--- config.mk ---
export PLATFORM = sky130hd
export DESIGN_NAME = load_store_unit
export DESIGN_NICKNAME = d
export VERILOG_FILES = /design/src/rtl/load_store_unit_pkg.sv /design/src/rtl/lsu_load_extend.sv /design/src/rtl/load_store_unit.sv
export SDC_FILE = /design/constraint.sdc
export NUM_CORES = 1
export LEC_CHECK = 0
export CELL_PAD_IN_SITES_DETAIL_PLACEMENT = 1
export CELL_PAD_IN_SITES_GLOBAL_PLACEMENT = 2
export CORE_MARGIN = 4
export CORE_UTILIZATION = 23
export DETAILED_ROUTE_END_ITERATION = 16
export PLACE_DENSITY_LB_ADDON = 0.1
export REMOVE_ABC_BUFFERS = 1
export SLEW_MARGIN = 5
export SYNTH_ARGS = -nofsm -noshare
export SYNTH_HDL_FRONTEND = slang
export SYNTH_SLANG_ARGS = --single-unit
--- constraint.sdc ---
create_clock -name clk -period 1.9 [get_ports clk]
set_clock_uncertainty 0.05 [all_clocks]
set_input_delay 0.19 -clock clk [delete_from_list [all_inputs] [get_ports clk]]
set_output_delay 0.19 -clock clk [all_outputs]
set_load 0.1 [all_outputs]
--- src/rtl/load_store_unit_pkg.sv ---
// Shared encodings for the load/store unit: op_type codes, FSM states, byte enables.
// Latency: none (declarations and a pure decode function only).
// Backpressure: not applicable.
package load_store_unit_pkg;

  // Store op_type encodings (op_write = 1)
  localparam logic [2:0] ST_SW  = 3'b000;
  localparam logic [2:0] ST_SB  = 3'b001;
  localparam logic [2:0] ST_SH  = 3'b010;

  // Load op_type encodings (op_write = 0)
  localparam logic [2:0] LD_LW  = 3'b000;
  localparam logic [2:0] LD_LB  = 3'b001;
  localparam logic [2:0] LD_LBU = 3'b010;
  localparam logic [2:0] LD_LH  = 3'b011;
  localparam logic [2:0] LD_LHU = 3'b100;

  typedef enum logic [1:0] {
    IDLE = 2'd0,
    REQ  = 2'd1,
    DONE = 2'd2
  } lsuState_e;

  // SZ_NONE marks an op_type code that has no meaning for the given direction.
  typedef enum logic [1:0] {
    SZ_BYTE = 2'd0,
    SZ_HALF = 2'd1,
    SZ_WORD = 2'd2,
    SZ_NONE = 2'd3
  } accessSize_e;

  localparam logic [3:0] BE_NONE    = 4'b0000;
  localparam logic [3:0] BE_WORD    = 4'b1111;
  localparam logic [3:0] BE_HALF_LO = 4'b0011;
  localparam logic [3:0] BE_HALF_HI = 4'b1100;
  localparam logic [3:0] BE_BYTE0   = 4'b0001;

  // Access width implied by direction and op_type.
  function automatic accessSize_e decodeSize(input logic isWrite, input logic [2:0] opType);
    accessSize_e sz;
    sz = SZ_NONE;
    if (isWrite) begin
      case (opType)
        ST_SW:   sz = SZ_WORD;
        ST_SB:   sz = SZ_BYTE;
        ST_SH:   sz = SZ_HALF;
        default: sz = SZ_NONE;
      endcase
    end else begin
      case (opType)
        LD_LW:          sz = SZ_WORD;
        LD_LB, LD_LBU:  sz = SZ_BYTE;
        LD_LH, LD_LHU:  sz = SZ_HALF;
        default:        sz = SZ_NONE;
      endcase
    end
    return sz;
  endfunction

endpackage

--- src/rtl/lsu_load_extend.sv ---
// Selects the addressed byte/halfword lane of a memory word and sign/zero extends it.
// Latency: combinational, zero cycles.
// Backpressure: none; output follows inputs.
module lsu_load_extend
  import load_store_unit_pkg::*;
(
  input  logic [2:0]  opType,
  input  logic [1:0]  byteOff,
  input  logic [31:0] busWord,
  output logic [31:0] loadData
);

  logic [7:0]  byteSel;
  logic [15:0] halfSel;

  // Lane select by byte offset, then extension chosen by load flavour.
  always_comb begin
    byteSel  = busWord[{byteOff, 3'b000} +: 8];
    halfSel  = byteOff[1] ? busWord[31:16] : busWord[15:0];
    loadData = 32'h0;
    case (opType)
      LD_LW:   loadData = busWord;
      LD_LB:   loadData = {{24{byteSel[7]}}, byteSel};
      LD_LBU:  loadData = {24'h0, byteSel};
      LD_LH:   loadData = {{16{halfSel[15]}}, halfSel};
      LD_LHU:  loadData = {16'h0, halfSel};
      default: loadData = 32'h0;
    endcase
  end

endmodule

--- src/rtl/load_store_unit.sv ---
// M-stage load/store unit: decodes one memory op, runs a single bus request, returns extended data.
// Latency: 2 cycles op_valid->done with same-cycle bus_ack; 1 cycle for an illegal op; MAX_WAIT+1 on timeout.
// Backpressure: stall holds the pipeline while an op is pending; bus side waits on bus_ack up to MAX_WAIT cycles.
module load_store_unit
  import load_store_unit_pkg::*;
#(
  parameter int MAX_WAIT = 16,
  parameter int DM_WORDS = 3072
) (
  input  logic        clk,
  input  logic        reset,
  input  logic        op_valid,
  input  logic        op_write,
  input  logic [2:0]  op_type,
  input  logic [31:0] addr,
  input  logic [31:0] wdata,
  output logic        stall,
  output logic        done,
  output logic        err,
  output logic [31:0] rdata,
  output logic        bus_req,
  output logic        bus_we,
  output logic [31:0] bus_addr,
  output logic [3:0]  bus_be,
  output logic [31:0] bus_wdata,
  input  logic        bus_ack,
  input  logic [31:0] bus_rdata
);

  localparam int          CW         = $clog2(MAX_WAIT + 1);
  localparam logic [CW-1:0] WAIT_LAST = CW'(MAX_WAIT - 1);
  localparam logic [31:0] ADDR_LIMIT = 32'(DM_WORDS * 4);

  lsuState_e   state, stateNext;
  logic [CW-1:0] waitCnt;

  logic        busWeQ;
  logic [31:0] busAddrQ;
  logic [3:0]  busBeQ;
  logic [31:0] busWdataQ;
  logic [2:0]  opTypeQ;
  logic [1:0]  byteOffQ;
  logic        errQ;
  logic [31:0] rdataQ;

  accessSize_e accessSize;
  logic        misaligned;
  logic        outOfRange;
  logic        reqLegal;
  logic [3:0]  beNext;
  logic [31:0] wdataNext;
  logic        waitExpired;
  logic [31:0] loadResult;

  // Request decode: legality, byte enables and lane-replicated store data.
  always_comb begin
    accessSize = decodeSize(op_write, op_type);
    misaligned = 1'b0;
    beNext     = BE_NONE;
    wdataNext  = 32'h0;
    case (accessSize)
      SZ_WORD: begin
        misaligned = (addr[1:0] != 2'b00);
        beNext     = BE_WORD;
        wdataNext  = wdata;
      end
      SZ_HALF: begin
        misaligned = addr[0];
        beNext     = addr[1] ? BE_HALF_HI : BE_HALF_LO;
        wdataNext  = {2{wdata[15:0]}};
      end
      SZ_BYTE: begin
        beNext     = BE_BYTE0 << addr[1:0];
        wdataNext  = {4{wdata[7:0]}};
      end
      default: begin
        misaligned = 1'b0;
      end
    endcase
    outOfRange = (addr >= ADDR_LIMIT);
    reqLegal   = (accessSize != SZ_NONE) && !misaligned && !outOfRange;
  end

  assign waitExpired = (waitCnt == WAIT_LAST);

  lsu_load_extend uLoadExtend (
    .opType   (opTypeQ),
    .byteOff  (byteOffQ),
    .busWord  (bus_rdata),
    .loadData (loadResult)
  );

  // FSM state register.
  always_ff @(posedge clk or negedge reset) begin
    if (!reset) state <= IDLE;
    else        state <= stateNext;
  end

  // Next-state logic; bus_ack only matters while a request is outstanding.
  always_comb begin
    stateNext = state;
    case (state)
      IDLE: begin
        if (op_valid) stateNext = reqLegal ? REQ : DONE;
      end
      REQ: begin
        if (bus_ack || waitExpired) stateNext = DONE;
      end
      DONE:    stateNext = IDLE;
      default: stateNext = IDLE;
    endcase
  end

  // Bus request registers, wait counter and captured result.
  always_ff @(posedge clk or negedge reset) begin
    if (!reset) begin
      waitCnt   <= '0;
      busWeQ    <= 1'b0;
      busAddrQ  <= 32'h0;
      busBeQ    <= BE_NONE;
      busWdataQ <= 32'h0;
      opTypeQ   <= 3'b000;
      byteOffQ  <= 2'b00;
      errQ      <= 1'b0;
      rdataQ    <= 32'h0;
    end else begin
      case (state)
        IDLE: begin
          if (op_valid && reqLegal) begin
            waitCnt   <= '0;
            busWeQ    <= op_write;
            busAddrQ  <= {addr[31:2], 2'b00};
            busBeQ    <= beNext;
            busWdataQ <= wdataNext;
            opTypeQ   <= op_type;
            byteOffQ  <= addr[1:0];
          end else if (op_valid) begin
            errQ      <= 1'b1;
            rdataQ    <= 32'h0;
          end
        end
        REQ: begin
          if (bus_ack || waitExpired) begin
            // A completing ack wins over a simultaneous expiry.
            errQ      <= !bus_ack;
            rdataQ    <= (bus_ack && !busWeQ) ? loadResult : 32'h0;
            waitCnt   <= '0;
            busWeQ    <= 1'b0;
            busAddrQ  <= 32'h0;
            busBeQ    <= BE_NONE;
            busWdataQ <= 32'h0;
          end else begin
            waitCnt   <= waitCnt + 1'b1;
          end
        end
        default: begin
          waitCnt <= '0;
        end
      endcase
    end
  end

  assign stall     = op_valid && (state != DONE);
  assign done      = (state == DONE);
  assign err       = errQ;
  assign rdata     = rdataQ;
  assign bus_req   = (state == REQ);
  assign bus_we    = busWeQ;
  assign bus_addr  = busAddrQ;
  assign bus_be    = busBeQ;
  assign bus_wdata = busWdataQ;

endmodule
# After elaboration in Yosys (flattened, before gate mapping)
# Cells that the tools add are included.
[word_totals]
ff_bits = 114
input_bits = 104
out_inout_bits = 105
[op_classes]
add_sub_neg = 1
order_cmp = 1
eq_ne = 19
shifts = 2
mux = 36
n_reduce_logical = 22
[op_table]
columns = ["cell", "n"]
rows = [
  ["two-way mux 32 bit", 7],
  ["one-hot mux 32 bit (2 select lines)", 3],
  ["one-hot mux 32 bit (5 select lines)", 1],
  ["one-hot mux 32 bit (3 select lines)", 1],
  ["greater-or-equal comparator 32 x 14 -> 1 bit (second input constant)", 1],
  ["variable part select 32 x 6 -> 8 bit", 1],
  ["two-way mux 16 bit", 1],
  ["equality test 3 x 2 -> 1 bit (second input constant)", 4],
  ["two-way mux 4 bit", 3],
  ["one-hot mux 2 bit (3 select lines)", 2],
  ["one-hot mux 4 bit (3 select lines)", 1],
  ["two-way mux 5 bit", 2],
  ["inequality test 2 bit (second input constant)", 5],
  ["one-hot mux 5 bit (2 select lines)", 1],
  ["two-way mux 2 bit", 4],
  ["one-hot mux 4 bit (2 select lines)", 1],
  ["equality test 3 x 1 -> 1 bit (second input constant)", 2],
  ["equality test 3 bit (second input constant)", 2],
  ["logical NOT 3 bit", 2],
  ["one-hot mux 1 bit (2 select lines)", 3],
  ["adder 5 x 1 -> 5 bit (second input constant)", 1],
  ["equality test 5 x 4 -> 1 bit (second input constant)", 1],
  ["logical AND 1 bit", 5],
  ["two-way mux 1 bit", 5],
  ["other kinds (13)", 22],
]

# Logic depth before layout (Yosys ltp)
# Gate-level depths: netlist of the first run.
[depth]
ltp_word = 12
ltp_mapped = 14

# Hierarchy
# From an unflattened synthesis of the first run, not the netlist that was laid out.
[hier_totals]
cells_unflattened = 586
area_unflattened_um2 = 5948.2
[modules_own_cells]
columns = ["mod", "n_inst", "cells_per_inst", "area_per_inst_um2"]
rows = [
  ["load_store_unit", 1, 447, 5088.6],
  ["lsu_load_extend", 1, 139, 859.6],
]

# Worst setup path after synthesis of the first run
# Ideal clock, no wire load.
[synth_timing]
path_type = "input -> register"
start = "input op_type[1]"
end = "register busWdataQ[27] (netlist: bus_wdata[27])"
arrival_time_ns = 2.850
required_time_ns = 1.781
slack_ns = -1.068
cell_stages = 13
path_buffers = 4
cell_sequence = "nor2_1 > mux2i_1 > o22a_1 > ha_1 > buf_6 > or2_1 > buf_6 > a31o_4 > or4b_4 > buf_6 > buf_6 > or4_1 > nand2_1"
[synth_between]
elab_chain_cells = 12
elab_cells_between_ends = 24
[synth_rtl]
columns = ["item", "line", "source"]
rows = [
  ["start, declared", "load_store_unit.sv:14", "input logic [2:0] op_type,"],
  ["equality test 3 x 2 -> 1 bit (tied with other cells)", "load_store_unit_pkg.sv:50", "case (opType)"],
  ["OR reduction 2 bit", "load_store_unit_pkg.sv:50", ""],
  ["one-hot mux 2 bit (3 select lines)", "load_store_unit_pkg.sv:50", ""],
  ["two-way mux 2 bit *", "load_store_unit_pkg.sv:42", "if (isWrite) begin"],
  ["equality test 2 x 1 -> 1 bit or equality test 2 bit (tied branches)", "load_store_unit.sv:61", "case (accessSize)"],
  ["one-hot mux 1 bit (2 select lines)", "load_store_unit.sv:61", ""],
  ["logical NOT 1 bit", "load_store_unit.sv:81", "reqLegal = (accessSize != SZ_NONE) && !misaligned && !outOfRange;"],
  ["logical AND 1 bit (2 in series)", "load_store_unit.sv:81", ""],
  ["logical AND 1 bit", "load_store_unit.sv:129", "if (op_valid && reqLegal) begin"],
  ["inequality test 2 bit (no source line)", "n/a", ""],
  ["AND reduction 3 bit (no source line)", "n/a", ""],
  ["end signal, assigned", "load_store_unit.sv:134", "busWdataQ <= wdataNext;"],
  ["end, declared", "load_store_unit.sv:40", "logic [31:0] busWdataQ;"],
]
# Every way passes the cells marked *; elsewhere a longest branch is shown, timed or not. The select of a mux whose other input is x is not followed.
# A chain may end at the register's enable or synchronous reset.

# Worst setup path in the final report of the first run
[layout_timing]
start = "input op_type[0]"
end = "register busAddrQ[23] (netlist: bus_addr[23])"
[layout_between]
elab_chain_cells = 12
elab_cells_between_ends = 20
[layout_rtl]
columns = ["item", "line", "source"]
rows = [
  ["equality test 3 x 2 -> 1 bit (tied with other cells)", "load_store_unit_pkg.sv:50", ""],
  ["OR reduction 2 bit", "load_store_unit_pkg.sv:50", ""],
  ["one-hot mux 2 bit (3 select lines)", "load_store_unit_pkg.sv:50", ""],
  ["two-way mux 2 bit *", "load_store_unit_pkg.sv:42", ""],
  ["equality test 2 x 1 -> 1 bit or equality test 2 bit (tied branches)", "load_store_unit.sv:61", ""],
  ["one-hot mux 1 bit (2 select lines)", "load_store_unit.sv:61", ""],
  ["logical NOT 1 bit", "load_store_unit.sv:81", ""],
  ["logical AND 1 bit * (2 in series)", "load_store_unit.sv:81", ""],
  ["logical AND 1 bit *", "load_store_unit.sv:129", ""],
  ["inequality test 2 bit (no source line) *", "n/a", ""],
  ["AND reduction 3 bit (no source line) *", "n/a", ""],
  ["end signal, assigned", "load_store_unit.sv:132", "busAddrQ <= {addr[31:2], 2'b00};"],
  ["end, declared", "load_store_unit.sv:38", "logic [31:0] busAddrQ;"],
]
# Every way passes the cells marked *; elsewhere a longest branch is shown, timed or not.

==> results of run 1 <==
## how the worst max path moves through the flow
| stage | to | depth (start not counted) |
|---|---|---|
| floorplan | bus_addr[14] | 5 |
| global placement | bus_wdata[26] | 11 |
| detailed placement | bus_wdata[27] | 11 |
| CTS | bus_wdata[28] | 11 |
| global route | bus_be[3] | 12 |
| finish | bus_addr[23] | 12 |
## routing by layer
metal / routed length [um] / vias up / global-route usage, %
met5: 0 / - / 0
met4: 302 / 0 / 4.16
met3: 1500 / 23 / 4.07
met2: 10900 / 150 / 26.2
met1: 11500 / 2843 / 24.2
li1: - / 2703 / -
## registers in the layout, summed over array words and instances (netlist names)
register and flops:
bus_addr 30, bus_be 4, bus_wdata 32, bus_we 1, byteOffQ 2, err 1, opTypeQ 3, rdata 32
state 2, waitCnt 5
## per-stage QoR
stage,instance area [um2],TNS [ns]
CTS,9020,-35.45
detailed placement,8250,-143.34
finish,9530,-42.46
floorplan,5390,-254.81
global route,9530,-50.53
global placement,8250,-128.41
## power breakdown
part           leakage, nW  switching, mW  internal, mW
clock                0.151           1.07         0.950
combinational         3.03          0.408         0.449
sequential            1.56       0.000988          2.38
total                 4.74           1.48          3.78
## cell type report
type / instances / area, um2
timing repair buffer: 298 / 2860
multi-input combinational: 433 / 3120
clock buffer: 9 / 225
clock inverter: 7 / 86.3
sequential: 112 / 2800
fill: 2639 / 14200
inverter: 9 / 38.8
tap: 319 / 399
## synthesized netlist by cell type (all sizes together) (6+ instances only)
cell type | n | area share [%]
dfrtp | 112 | 50
nand2 | 93 | 6.2
nand3 | 90 | 8.0
o21ai | 57 | 5.1
clkbuf | 37 | 2.5
a22o | 24 | 3.7
nor2b | 21 | 2.3
and3 | 20 | 2.2
mux2i | 14 | 2.5
buf | 11 | 1.4
nor2 | 11 | 0.74
a21oi | 10 | 0.89
inv | 9 | 0.60
a222oi | 8 | 1.4
or4 | 8 | 1.1
a221oi | 7 | 1.1
a22oi | 7 | 0.94
mux2 | 7 | 1.4
ha | 6 | 1.3
nor3 | 6 | 0.62
## critical path: stages
cell       delay, ns
buf_8           0.11
nor2_4          0.11
mux2i_2         0.08
o22a_4          0.25
buf_4           0.14
ha_4            0.15
or2_1           0.23
a31o_4          0.24
or4b_4          0.58
buf_6           0.19
clkbuf_16       0.17
and3_1          0.18
## cells in the final DEF (no fill, tap or decap), types with 5 or more instances in the layout
cell	count
mux2_2	7
a221oi_1	7
nand3_2	27
a21oi_1	10
dfrtp_1	112
nand2_2	9
inv_1	6
buf_6	10
or4_4	5
clkbuf_16	14
and3_4	14
nor2b_1	20
buf_16	5
buf_4	165
a222oi_1	8
mux2i_1	13
nor2_1	10
a22oi_1	7
o21ai_0	30
nand3_1	63
nand2_1	65
o21ai_2	6
clkdlybuf4s50_1	98
and3_1	6
o21ai_1	20
buf_12	10
a22o_1	24
nand2_4	19
## timing repair
action,CTS,global route
resized for setup,80,108
setup buffers,10,6
endpoints found under the setup margin,112,113
hold endpoints to repair,34,0
pin swaps,26,51
cloned,5,5
hold buffers,1,0
## cells by family (layout without fill, tap and decap cells)
kind of cell	Yosys count	in the layout	synth area share (%)
AO/OA/AOI/OAI	133	133	16.2
XOR/XNOR	2	2	0.312
adder cells (fa/ha/maj)	7	7	1.52
buffers and inverters	57	323	4.48
flip-flops	112	112	50.0
multiplexers	21	21	3.90
other	1	2	0.0669
AND/OR/NAND/NOR	267	268	23.5
==> results.yml, run 1 <==
run_status:
  outcome: "finished, violations left"
  violations: "setup timing"
clocking:
  clk_path_buf_depth: 2
  cts_made_buffers: 9
  path_clk_slew_ns: 0.09
  clock_latency_ns: 0.36
  cts_tree: "built"
  cts_sinks: 112
  cts_root_buffer: "clkbuf_16"
  cts.htree.levels: 3
power_and_ir_drop:
  finalPower_mw: 5.26
  power_density_nw_per_um2: 552
  leakage_nw: 4.74
  ir_worst_vdd_uv: 318
drt:
  ant_nets: 0
  vias_per_cell: 4.82
  drtIter0Drc: 346
  postRouteWirelength_um: 24200
  routedWlPerCell_um: 20.4
  drc: 0
  firstDrtPassIters: 4
  route.vias.total: 5719
placed_design:
  place.gp.congestion: 0.766
  dpl.hpwl_um: 16900
  dp_cells: 1144
  portBuffers: 206
  place_ws_ns: -1.46
synth:
  yosys_warnings: 0
  synth_flop_cell: "dfrtp_1"
  ys_types: 51
  avgSynthCellArea_um2: 9.35
  netlist_area_um2: 5610
  ys_ff_latch: 112
  synth_edf_count: 0
  synthesis.instances: 600
  yosysSeqAreaShare_pct: 50.0
  async_flop_share_pct: 100
die:
  std_cell_rows: 56
  ios: 209
  die_y_um: 164
  die_width_um: 164
  core_area_um2: 23800
  die_area_um2: 26900
  start_util_pct: 23.6
cells_and_area:
  finish.utilization_pct: 40.1
  finalNonFillerCells: 1187
  antenna_cells: 0
  drive_gt1_share_pct: 37.4
  nNetsFinal: 973
  area_delta_synth_final_pct: 69.9
min_path:
  min_path_cells: 4
  hp-class: "input pin to flop"
  hold_path_end: "opTypeQ[1]"
  hold_start: "op_type[1]"
critical_path:
  crit_required_ns: 2.11
  reg2reg_to: "rdata[2]"
  start_kind: "input pin"
  rrSetupSlack_ns: -0.16
  r2r_cells: 5
  worstSetupEndpointType: "flop"
  cp.arrival_ns: 2.63
  critical_path.max_fanout: 9
  crit_path_start: "op_type[0]"
  worstReg2RegStart: "opTypeQ[1]"
  critPathKind: "input pin to flop"
global_route:
  grt_max_degree: 48
  grt_use_total_pct: 17.0
  antenna_found_initial: 0
  grt_pass1_vias: 5983
  grt_pass1_wl_um: 35900
  grt_overflow: 0
timing:
  rsz0062_at_grt: "yes"
  final-setup-viol-count: 112
  worst_pin_slew_ns: 0.949
  fin_crit_ns: 2.42
  maxSlewHeadroom_pct: 36.2
  hold_viol: 0
  setup_slack_ns: -0.516
  drv_slew: 0
  fmax_mhz: 414
  hold_ws_ns: 0.110
  period_share_pct: 127
job:
  maxCapViolCount: 0
(Power assumes the default switching activity.)
==> run 2, diff against run 1 <==
--- a/config.mk
+++ b/config.mk
@@ -9,6 +9,7 @@
 export CELL_PAD_IN_SITES_GLOBAL_PLACEMENT = 2
 export CORE_MARGIN = 4
 export CORE_UTILIZATION = 23
+export CTS_BUF_LIST = sky130_fd_sc_hd__clkbuf_16
 export DETAILED_ROUTE_END_ITERATION = 16
 export PLACE_DENSITY_LB_ADDON = 0.1
 export REMOVE_ABC_BUFFERS = 1
==> results of run 2 <==
Final layout, timing and power as in run 1 (identical DEF).
